File: config.mk
export PLATFORM = sky130hd
export DESIGN_NAME = sd_cmd_engine
export DESIGN_NICKNAME = d
export VERILOG_FILES = /design/src/rtl/sd_cmd_engine.sv
export SDC_FILE = /design/constraint.sdc
export NUM_CORES = 1
export LEC_CHECK = 0
export BUFFER_PORTS_ARGS = -buffer_cell sky130_fd_sc_hd__buf_4
export CAP_MARGIN = 20
export CORE_AREA = 2 2 183 185
export CTS_CLUSTER_SIZE = 20
export DETAILED_ROUTE_END_ITERATION = 12
export DIE_AREA = 0 0 185 187
export MAX_ROUTING_LAYER = met4
export PLACE_DENSITY = 0.69
export SKIP_LAST_GASP = 1
export SLEW_MARGIN = 0
export SYNTH_ARGS = -nofsm -noshare
export SYNTH_HDL_FRONTEND = slang
export SYNTH_SLANG_ARGS = --single-unit
export TNS_END_PERCENT = 10
File: constraint.sdc
create_clock -name clk -period 5.05 [get_ports clk]
set_clock_uncertainty 0.1 [all_clocks]
set_input_delay 0.2525 -clock clk [delete_from_list [all_inputs] [get_ports clk]]
set_output_delay 0.2525 -clock clk [all_outputs]
set_load 0.05 [all_outputs]
File: src/rtl/sd_cmd_engine.sv
// SD native-mode CMD-line transactor: sends one 48-bit command frame with CRC7 and optionally
// collects a 48-bit or 136-bit response, checking CRC7/framing and timing out on Ncr.
module sd_cmd_engine #(
  parameter int unsigned CLK_HZ   = 100000000,
  parameter int unsigned SLOW_HZ  = 400000,
  parameter int unsigned FAST_HZ  = 25000000,
  parameter int unsigned NCR_MAX  = 64,
  parameter int unsigned NCC_BITS = 8
) (
  input  logic         clk,
  input  logic         rst,
  input  logic         start,
  input  logic [5:0]   cmd_index,
  input  logic [31:0]  cmd_arg,
  input  logic [1:0]   resp_type,
  input  logic         fast_mode,
  output logic         busy,
  output logic         done,
  output logic         timeout_err,
  output logic         crc_err,
  output logic [135:0] resp,
  output logic         sd_cclk,
  output logic         sd_cmd_out,
  output logic         sd_cmd_oe,
  input  logic         sd_cmd_in
);

  localparam int unsigned HalfSlow = CLK_HZ / (2 * SLOW_HZ);
  localparam int unsigned HalfFast = CLK_HZ / (2 * FAST_HZ);
  localparam logic [15:0] SlowM1   = 16'(HalfSlow - 1);
  localparam logic [15:0] FastM1   = 16'(HalfFast - 1);
  localparam logic [7:0]  NccLast  = 8'(NCC_BITS);
  localparam logic [7:0]  NcrLast  = 8'(NCR_MAX - 1);

  typedef enum logic [2:0] {
    StIdle, StNcc, StSend, StWait, StRecv, StCheck, StNrc, StDone
  } state_e;

  state_e         state_q;
  logic [15:0]    cnt_q;
  logic           cclk_q;
  logic           mode_q;
  logic [47:0]    frame_q;
  logic [7:0]     bit_cnt_q;
  logic [1:0]     type_q;
  logic [135:0]   resp_q;
  logic           busy_q, done_q, tout_q, crc_err_q, out_q, oe_q;

  logic [15:0]    half_m1;
  logic           tick, rise, fall;
  logic [7:0]     rx_last;
  logic [6:0]     crc_calc;
  logic           resp_bad;

  // CRC7 (x^7+x^3+1, init 0) over the low n bits of data, MSB first.
  function automatic logic [6:0] crc7_calc(input logic [119:0] data, input int n);
    logic [6:0] crc;
    logic       fb;
    crc = '0;
    for (int i = 119; i >= 0; i--) begin
      if (i < n) begin
        fb  = data[i] ^ crc[6];
        crc = {crc[5:0], 1'b0} ^ (fb ? 7'h09 : 7'h00);
      end
    end
    return crc;
  endfunction

  assign half_m1 = mode_q ? FastM1 : SlowM1;
  // >= so a switch to a shorter half period never overshoots the terminal count
  assign tick    = (cnt_q >= half_m1);
  assign rise    = tick & ~cclk_q;
  assign fall    = tick & cclk_q;
  assign rx_last = (type_q == 2'd2) ? 8'd135 : 8'd47;

  // Card-clock divider; free-runs, rate is re-latched only while idle.
  always_ff @(posedge clk) begin
    if (rst) begin
      cnt_q  <= '0;
      cclk_q <= 1'b0;
      mode_q <= 1'b0;
    end else begin
      if (!busy_q) mode_q <= fast_mode;
      if (tick) begin
        cnt_q  <= '0;
        cclk_q <= ~cclk_q;
      end else begin
        cnt_q <= cnt_q + 16'd1;
      end
    end
  end

  // Response validation: CRC (type 1/2 only), transmission bit 0 and end bit 1.
  always_comb begin
    crc_calc = '0;
    resp_bad = 1'b0;
    if (type_q == 2'd2) begin
      crc_calc = crc7_calc(resp_q[127:8], 120);
      resp_bad = resp_q[134] | ~resp_q[0] | (crc_calc != resp_q[7:1]);
    end else begin
      crc_calc = crc7_calc({80'b0, resp_q[47:8]}, 40);
      resp_bad = resp_q[46] | ~resp_q[0] | ((type_q == 2'd1) && (crc_calc != resp_q[7:1]));
    end
  end

  // Transaction FSM; all pin-facing outputs are registered here.
  always_ff @(posedge clk) begin
    if (rst) begin
      state_q   <= StIdle;
      frame_q   <= '0;
      bit_cnt_q <= '0;
      type_q    <= '0;
      resp_q    <= '0;
      busy_q    <= 1'b0;
      done_q    <= 1'b0;
      tout_q    <= 1'b0;
      crc_err_q <= 1'b0;
      out_q     <= 1'b1;
      oe_q      <= 1'b0;
    end else begin
      done_q <= 1'b0;
      unique case (state_q)
        StIdle: begin
          if (start) begin
            frame_q   <= {2'b01, cmd_index, cmd_arg,
                          crc7_calc({80'b0, 2'b01, cmd_index, cmd_arg}, 40), 1'b1};
            type_q    <= resp_type;
            resp_q    <= '0;
            tout_q    <= 1'b0;
            crc_err_q <= 1'b0;
            busy_q    <= 1'b1;
            oe_q      <= 1'b1;
            out_q     <= 1'b1;
            bit_cnt_q <= '0;
            state_q   <= StNcc;
          end
        end
        StNcc: begin
          // First falling edge opens the idle run; frame starts after NCC_BITS full clocks.
          if (fall) begin
            if (bit_cnt_q == NccLast) begin
              out_q     <= frame_q[47];
              frame_q   <= {frame_q[46:0], 1'b0};
              bit_cnt_q <= 8'd1;
              state_q   <= StSend;
            end else begin
              bit_cnt_q <= bit_cnt_q + 8'd1;
            end
          end
        end
        StSend: begin
          if (fall) begin
            if (bit_cnt_q == 8'd48) begin
              oe_q      <= 1'b0;
              out_q     <= 1'b1;
              bit_cnt_q <= '0;
              state_q   <= (type_q == 2'd0) ? StNrc : StWait;
            end else begin
              out_q     <= frame_q[47];
              frame_q   <= {frame_q[46:0], 1'b0};
              bit_cnt_q <= bit_cnt_q + 8'd1;
            end
          end
        end
        StWait: begin
          if (rise) begin
            if (!sd_cmd_in) begin
              resp_q    <= {resp_q[134:0], 1'b0};
              bit_cnt_q <= 8'd1;
              state_q   <= StRecv;
            end else if (bit_cnt_q == NcrLast) begin
              tout_q    <= 1'b1;
              bit_cnt_q <= '0;
              state_q   <= StNrc;
            end else begin
              bit_cnt_q <= bit_cnt_q + 8'd1;
            end
          end
        end
        StRecv: begin
          if (rise) begin
            resp_q <= {resp_q[134:0], sd_cmd_in};
            if (bit_cnt_q == rx_last) begin
              bit_cnt_q <= '0;
              state_q   <= StCheck;
            end else begin
              bit_cnt_q <= bit_cnt_q + 8'd1;
            end
          end
        end
        StCheck: begin
          crc_err_q <= resp_bad;
          state_q   <= StNrc;
        end
        StNrc: begin
          if (rise) begin
            if (bit_cnt_q == 8'd7) begin
              done_q  <= 1'b1;
              busy_q  <= 1'b0;
              state_q <= StDone;
            end else begin
              bit_cnt_q <= bit_cnt_q + 8'd1;
            end
          end
        end
        StDone: begin
          // start coinciding with done is dropped here
          state_q <= StIdle;
        end
        default: state_q <= StIdle;
      endcase
    end
  end

  assign busy        = busy_q;
  assign done        = done_q;
  assign timeout_err = tout_q;
  assign crc_err     = crc_err_q;
  assign resp        = resp_q;
  assign sd_cclk     = cclk_q;
  assign sd_cmd_out  = out_q;
  assign sd_cmd_oe   = oe_q;

endmodule

==> results of run 1 <==
-- cell families (layout without fill, tap and decap cells) --
| family | count (synthesis) | after routing | synth area share |
|---|---|---|---|
| other | 1 | 8 | 0.0002895 |
| DFF | 221 | 221 | 0.3415 |
| AOI/OAI and AO/OA | 272 | 272 | 0.1221 |
| adders and majority gates | 9 | 9 | 0.008693 |
| and+or+nand+nor | 479 | 479 | 0.1667 |
| xor gates and xnor gates | 374 | 374 | 0.3217 |
| muxes | 7 | 7 | 0.005602 |
| buffers and inverters | 112 | 320 | 0.03332 |
-- synth_stat cells, types with 3 or more instances --
master	number	area share
o21ai_0	8	0.0031
clkbuf_1	97	0.028
inv_1	7	0.0020
xnor2_1	242	0.16
a21o_1	5	0.0029
or2_2	4	0.0019
ha_1	9	0.0087
xor2_1	66	0.045
a2111oi_0	3	0.0020
o211ai_1	4	0.0023
nand2_1	203	0.059
nor2b_1	3	0.0014
a32oi_1	33	0.022
xor3_1	7	0.013
nor2_1	56	0.016
xnor2_4	3	0.0064
a31oi_1	3	0.0014
dfxtp_1	221	0.34
xnor3_2	10	0.018
nand4_1	3	0.0014
nor3_1	19	0.0073
xnor2_2	9	0.011
nand3_1	150	0.058
or3_1	4	0.0019
nor3b_1	5	0.0029
xnor3_1	33	0.057
mux2i_1	5	0.0039
nand2b_1	7	0.0034
and3_1	5	0.0024
nor4_1	10	0.0048
buf_1	5	0.0014
a21oi_1	198	0.076
a211oi_1	3	0.0017
-- cell type report --
cell class / instances / area share
clock buffer: 36 / 0.04465
timing repair buffer: 265 / 0.1294
inverter: 8 / 0.001841
tap: 448 / 0.03437
clock inverter: 11 / 0.01066
sequential: 221 / 0.2720
multi-input combinational: 1149 / 0.5071
-- metrics by stage --
step | instances | hold slack (ns) | total power (W) | util | TNS (ns)
floorplan | 1482 | 0.2885 | 0.003235 | - | 0
finish | 2138 | 0.1190 | 0.005599 | 0.4963 | 0
global route | 2138 | 0.1559 | 0.005896 | 0.4963 | -0.02349
CTS | 2132 | 0.1359 | 0.005623 | 0.4924 | 0
global placement | 2043 | 0.3379 | 0.003575 | 0.4516 | 0
detailed placement | 2043 | 0.3455 | 0.003605 | 0.4516 | -0.01321
-- worst max-delay path: stages (launching register included) --
cell	delay [ns]
dfxtp_2	0.41
xnor3_1	0.37
xor2_2	0.23
xor2_2	0.20
xor3_2	0.50
xnor2_2	0.20
xnor3_2	0.54
xor3_2	0.47
xnor3_2	0.43
xnor2_4	0.22
xor3_1	0.28
or2_0	0.21
mux2i_1	0.17
nand4_1	0.12
o31a_1	0.31
-- state kept, by name (all words and copies together) (netlist names), 2 cells and up --
signal	count
frame_q	48
state_q	3
type_q	2
bit_cnt_q	8
cnt_q	16
resp	136
-- power groups by stage --
stage / Combinational (W) / Sequential [W] / Clock (W)
2_1_floorplan: 0.00124 / 0.00199 / 0
3_3_place_gp: 0.00157 / 0.00201 / 0
3_5_place_dp: 0.00159 / 0.00201 / 0
4_1_cts: 0.00162 / 0.00197 / 0.00203
5_1_grt: 0.00180 / 0.00200 / 0.00210
6_report: 0.00164 / 0.00198 / 0.00199
-- what timing repair did --
action,CTS,global route
pin swaps,1,11
hold endpoints to repair,42,0
resized for setup,2,14
setup buffers,0,6
hold buffers,42,0
setup endpoints to repair,1,1
-- metal layers --
metal / GRT usage / wire length [um]
met3: 0.02998 / 2132
met1: 0.2743 / 15430
met5: - / 0
met2: 0.3211 / 16910
met4: 0.04884 / 807
-- worst max path at each step --
stage,slack [ns],depth (start not counted),end,startpoint
floorplan,0.002,14,crc_err$_SDFFE_PP0P_,resp[99]$_SDFFE_PP0P_
global placement,0.11,14,crc_err$_SDFFE_PP0P_,resp[118]$_SDFFE_PP0P_
detailed placement,-0.01,14,crc_err$_SDFFE_PP0P_,resp[119]$_SDFFE_PP0P_
CTS,0.01,14,crc_err$_SDFFE_PP0P_,resp[119]$_SDFFE_PP0P_
global route,-0.02,16,crc_err$_SDFFE_PP0P_,resp[127]$_SDFFE_PP0P_
finish,0.22,14,crc_err$_SDFFE_PP0P_,resp[121]$_SDFFE_PP0P_
==> qor.csv, run 1 <==
stage;metric;value;unit
logic_synthesis;synth_seq_cells;221;
worst_setup_path;startpoint_type;flip-flop;
clock_network;cts_max_level;1;
clock_network;cts-buffers-inserted;26;
global_routing;grt_pass1_wl;56250;um
routing;routed_wl;35280;um
worst_hold_path;min_to;mode_q$_SDFFE_PP0N_;
worst_setup_path;critPathMaxFanout;5;
cells_and_area;final_common_cell;xnor2_1;
logic_synthesis;ys_types;60;
worst_hold_path;min-delay-start;rst;
power;pwr-share-seq;0.353;
logic_synthesis;syn_area;12950;um2
placed_design;hpwlAfterDp;24190;um
global_routing;grt_max_degree;126;
routing;dr.pass1.iters;5;
worst_setup_path;arrival;5.18;ns
logic_synthesis;synth_edf_count;0;
power;p_int;0.003645;W
logic_synthesis;async_flop_share;0;
worst_setup_path;timing.rr.end;crc_err$_SDFFE_PP0P_;
sta;worst_pin_slew;0.9816;ns
power;p_sw_frac;0.3489;
logic_synthesis;synthFlopType;dfxtp_1;
status;status;complete, no violations;
worst_setup_path;worstPathRequired;5.40;ns
worst_setup_path;reg2reg_depth;14;
routing;ant_nets;0;
global_routing;antenna_found_initial;0;
sta;period_share;0.9564;
global_routing;track_usage;0.2034;
routing;drc;0;
floorplanning;start_util;0.3942;
floorplanning;die_height;187;um
sta;setup_violations;0;
global_routing;globalRoute.totalOverflow;0;
power;combPwrFrac;0.292;
cells_and_area;seq_area;4437;um2
cells_and_area;fill_cells;3110;
clock_network;cts_root_buffer;clkbuf_16;
power;ir_drop;0.3139;mV
floorplanning;core;32860;um2
sta;max_freq;207.1;MHz
logic_synthesis;synth_area_per_cell;8.782;um2
cells_and_area;final_cell_mix;xnor2_1 (235), buf_4 (221), dfxtp_1 (211);
worst_setup_path;r2r_slack;0.22;ns
worst_setup_path;critPathCaptureType;flip-flop;
logic_synthesis;ys_warn_count;0;
floorplanning;die_x;185;um
sta;layout_setup_ws;0.2204;ns
logic_synthesis;yosysSeqAreaShare;0.3415;
clock_network;cts_max_path_buffers;3;
floorplanning;ioPinCount;188;
routing;vias;11110;
cells_and_area;postLayoutCellArea;16310;um2
sta;finalHoldViolations;0;
cells_and_area;nets;1725;
floorplanning;design.die.area;34600;um2
cells_and_area;drive_gt1_frac;0.1923;
cells_and_area;syn_to_final_growth;25.91;%
routing;drtIter0Drc;802;
power;netSwitchingPower;0.001953;W
worst_hold_path;holdCritPathClass;input pin to flip-flop;
floorplanning;rows;67;
placed_design;port_buffers;187;
clock_network;clock_sinks;221;
placed_design;pre_cts_ws;-0.01321;ns
sta;min_period;4.830;ns
power;pwr_density_cell;343.2;nW/um2
routing;routed_wire_length_per_instance;16.50;um
job;maxCapViolations;0;
clock_network;cts_tree;yes;
global_routing;grt_pass1_vias;10550;
sta;slew_violations;0;
clock_network;insertion_delay;0.55;ns
sta;slew_headroom;0.3456;
logic_synthesis;synthCells;1475;
routing;vias_per_cell;5.198;
power;clockPowerShare;0.355;
placed_design;routabilityCongestion;0.8458;
worst_hold_path;min_path_cells;2;
worst_setup_path;r2r_start;resp[121]$_SDFFE_PP0P_;
worst_setup_path;crit_type;flip-flop to flip-flop;
cells_and_area;multi_input_area;8270;um2
cells_and_area;n_antenna_cell;0;
clock_network;clk_pin_slew;0.06;ns
placed_design;dpl_cell_area;14840;um2
power;total_leakage_power;6.198;nW
Power figures use the tool's default switching activity.
==> run 2: changes to the inputs <==
--- a/config.mk
+++ b/config.mk
@@ -7,12 +7,14 @@
 export LEC_CHECK = 0
 export BUFFER_PORTS_ARGS = -buffer_cell sky130_fd_sc_hd__buf_4
 export CAP_MARGIN = 20
+export CELL_PAD_IN_SITES_DETAIL_PLACEMENT = 0
+export CELL_PAD_IN_SITES_GLOBAL_PLACEMENT = 1
 export CORE_AREA = 2 2 183 185
 export CTS_CLUSTER_SIZE = 20
 export DETAILED_ROUTE_END_ITERATION = 12
 export DIE_AREA = 0 0 185 187
 export MAX_ROUTING_LAYER = met4
-export PLACE_DENSITY = 0.69
+export PLACE_DENSITY = 0.85
 export SKIP_LAST_GASP = 1
 export SLEW_MARGIN = 0
 export SYNTH_ARGS = -nofsm -noshare
==> run 2 against run 1 <==
  * Via count decreased by 0.68%
  * Die area unchanged
  * Global-route usage increased by 0.12 points
  * Flip-flop and latch count unchanged
  * Sequential share of layout area about the same
  * Combinational power about the same
  * Non-clock buffer count unchanged
  * Total power decreased by 3.6%
  * Final cell count decreased by 0.14%
  * First-iteration DRC count decreased by 9.5%
  * Highest routed layer unchanged
  * Critical path depth unchanged
  * Largest cell class unchanged
  * Clock-buffer cell count decreased by 4
  * Critical endpoint unchanged
==> qor.csv, run 2 (synthesis gave the netlist of run 1 again) <==
stage;metric;value;unit;change
status;status;complete, no violations;;unchanged
power;ir_drop;0.2836;mV;was 0.3139 mV
cells_and_area;fill_cells;3138;;was 3110
clock_network;cts_max_level;1;;unchanged
global_routing;busiest_layer;met2;;unchanged
routing;routed_wire_length_per_instance;16.57;um;was 16.50 um
cells_and_area;syn_to_final_growth;25.81;%;was 25.91%
sta;slew_headroom;0.3684;;was 0.3456
power;total_leakage_power;6.191;nW;was 6.198 nW
worst_setup_path;crit_type;flip-flop to flip-flop;;unchanged
sta;worst_pin_slew;0.9453;ns;was 0.9816 ns
floorplanning;die_height;187;um;unchanged
cells_and_area;final_cell_mix;xnor2_1 (230), buf_4 (219), dfxtp_1 (211);;was xnor2_1 (235), buf_4 (221), dfxtp_1 (211)
global_routing;grt_pass1_vias;10640;;was 10550
clock_network;cts-buffers-inserted;25;;was 26
worst_setup_path;startpoint_type;flip-flop;;unchanged
clock_network;clk_pin_slew;0.06;ns;about the same
sta;slew_violations;0;;unchanged
cells_and_area;final_common_cell;xnor2_1;;unchanged
global_routing;grt_pass1_wl;56850;um;was 56250 um
routing;vias;11040;;was 11110
floorplanning;die_x;185;um;unchanged
routing;ant_nets;0;;unchanged
job;maxCapViolations;0;;unchanged
worst_setup_path;worstPathRequired;5.36;ns;was 5.40 ns
power;pwr_density_cell;331.3;nW/um2;was 343.2 nW/um2
clock_network;cts_root_buffer;clkbuf_16;;unchanged
cells_and_area;largest_reg_flops;136;;unchanged
global_routing;met1_usage;0.2791;;was 0.2743
clock_network;clock_sinks;221;;unchanged
floorplanning;rows;67;;unchanged
routing;vias_per_cell;5.170;;was 5.198
worst_setup_path;critPathCaptureType;flip-flop;;unchanged
routing;dr.pass1.iters;5;;unchanged
cells_and_area;nets;1724;;was 1725
worst_setup_path;r2r_start;resp[107]$_SDFFE_PP0P_;;was resp[121]$_SDFFE_PP0P_
floorplanning;ioPinCount;188;;unchanged
global_routing;track_usage;0.2046;;was 0.2034
worst_setup_path;cp-startpoint;resp[107]$_SDFFE_PP0P_;;was resp[121]$_SDFFE_PP0P_
sta;min_period;4.898;ns;was 4.830 ns
worst_setup_path;arrival;5.21;ns;was 5.18 ns
sta;finalHoldViolations;0;;unchanged
sta;period_share;0.9699;;was 0.9564
floorplanning;design.die.area;34600;um2;unchanged
worst_hold_path;min-delay-start;rst;;unchanged
global_routing;gr-usage-met3;0.02687;;was 0.02998
cells_and_area;drive_gt1_frac;0.1987;;was 0.1923
worst_setup_path;critPathMaxFanout;4;;was 5
floorplanning;start_util;0.3942;;unchanged
clock_network;cts_max_path_buffers;3;;unchanged
sta;tns;0;ns;unchanged
sta;setup_violations;0;;unchanged
placed_design;routabilityCongestion;0.8398;;was 0.8458
power;total_power;0.005400;W;was 0.005599 W
floorplanning;core;32860;um2;unchanged
routing;routed_wl;35370;um;was 35280 um
cells_and_area;seq_area;4437;um2;unchanged
sta;max_freq;204.2;MHz;was 207.1 MHz
placed_design;port_buffers;187;;unchanged
clock_network;cts_tree;yes;;unchanged
routing;drc;0;;unchanged
global_routing;grt_max_degree;137;;was 126
global_routing;antenna_found_initial;1;;was 0
routing;drtIter0Drc;726;;was 802
worst_setup_path;r2r_slack;0.15;ns;was 0.22 ns
placed_design;hpwlAfterDp;23810;um;was 24190 um
global_routing;globalRoute.totalOverflow;0;;unchanged
global_routing;grt_use_met2;0.3188;;was 0.3211
cells_and_area;multi_input_area;8341;um2;was 8270 um2
clock_network;insertion_delay;0.53;ns;was 0.55 ns
worst_hold_path;holdCritPathClass;input pin to flip-flop;;unchanged
-- run 2: cell type report --
class | instances | share of cell area
clock inverters | 11 | 0.005451
well taps | 448 | 0.03440
clock buffers | 32 | 0.04307
diodes | 1 | 0.0001536
multi-input cells | 1149 | 0.5118
repair buffers | 265 | 0.1311
flip-flops and latches | 221 | 0.2722
inverters | 8 | 0.001843
-- run 2: routing by layer --
layer	vias up	routed length, um
met5	-	0
met4	0	845
met3	63	1874
met2	320	16600
met1	5235	16050
li1	5419	-
-- run 2: where the power goes --
group / internal, W / switching, W
sequential: 0.00187 / 0.000104
combinational: 0.000569 / 0.00108
clock: 0.00103 / 0.000744
-- run 2: worst paths after layout --
check                                                end  depth (start not counted)
worst max-delay path                crc_err$_SDFFE_PP0P_                         14
worst min-delay path                 mode_q$_SDFFE_PP0N_                          2
worst max register to register      crc_err$_SDFFE_PP0P_                         14
worst min register to register  frame_q[37]$_SDFFE_PP0P_                          2
-- run 2: repair_timing --
action | 4_1_cts | 5_1_grt
pin swaps | 5 | 17
hold buffers | 42 | 0
endpoints found under the setup margin | 1 | 1
gates resized for setup | 8 | 18
hold endpoints to repair | 42 | 0
setup buffers | 1 | 11
-- run 2: worst max-delay path: stages (launching register included) --
cell,delay (ns)
dfxtp_2,0.36
xnor3_2,0.49
xor2_4,0.26
xnor2_2,0.16
xor3_2,0.52
xnor2_2,0.20
xnor3_2,0.53
xor3_2,0.46
xnor3_2,0.43
xnor2_4,0.21
xnor3_1,0.38
xnor2_1,0.18
and2_1,0.15
mux2i_1,0.08
o31a_1,0.27
-- run 2: metrics by stage --
step,util,cell area (um2),hold slack [ns],setup slack (ns),std cells
floorplan,-,12990,0.2885,0.001958,1482
global placement,0.4512,14830,0.3378,0.09712,2037
detailed placement,0.4512,14830,0.3451,-0.07015,2037
CTS,0.4897,16090,0.1457,0.002366,2123
global route,0.4959,16300,0.1590,-0.03436,2135
finish,0.4959,16300,0.1124,0.1522,2135
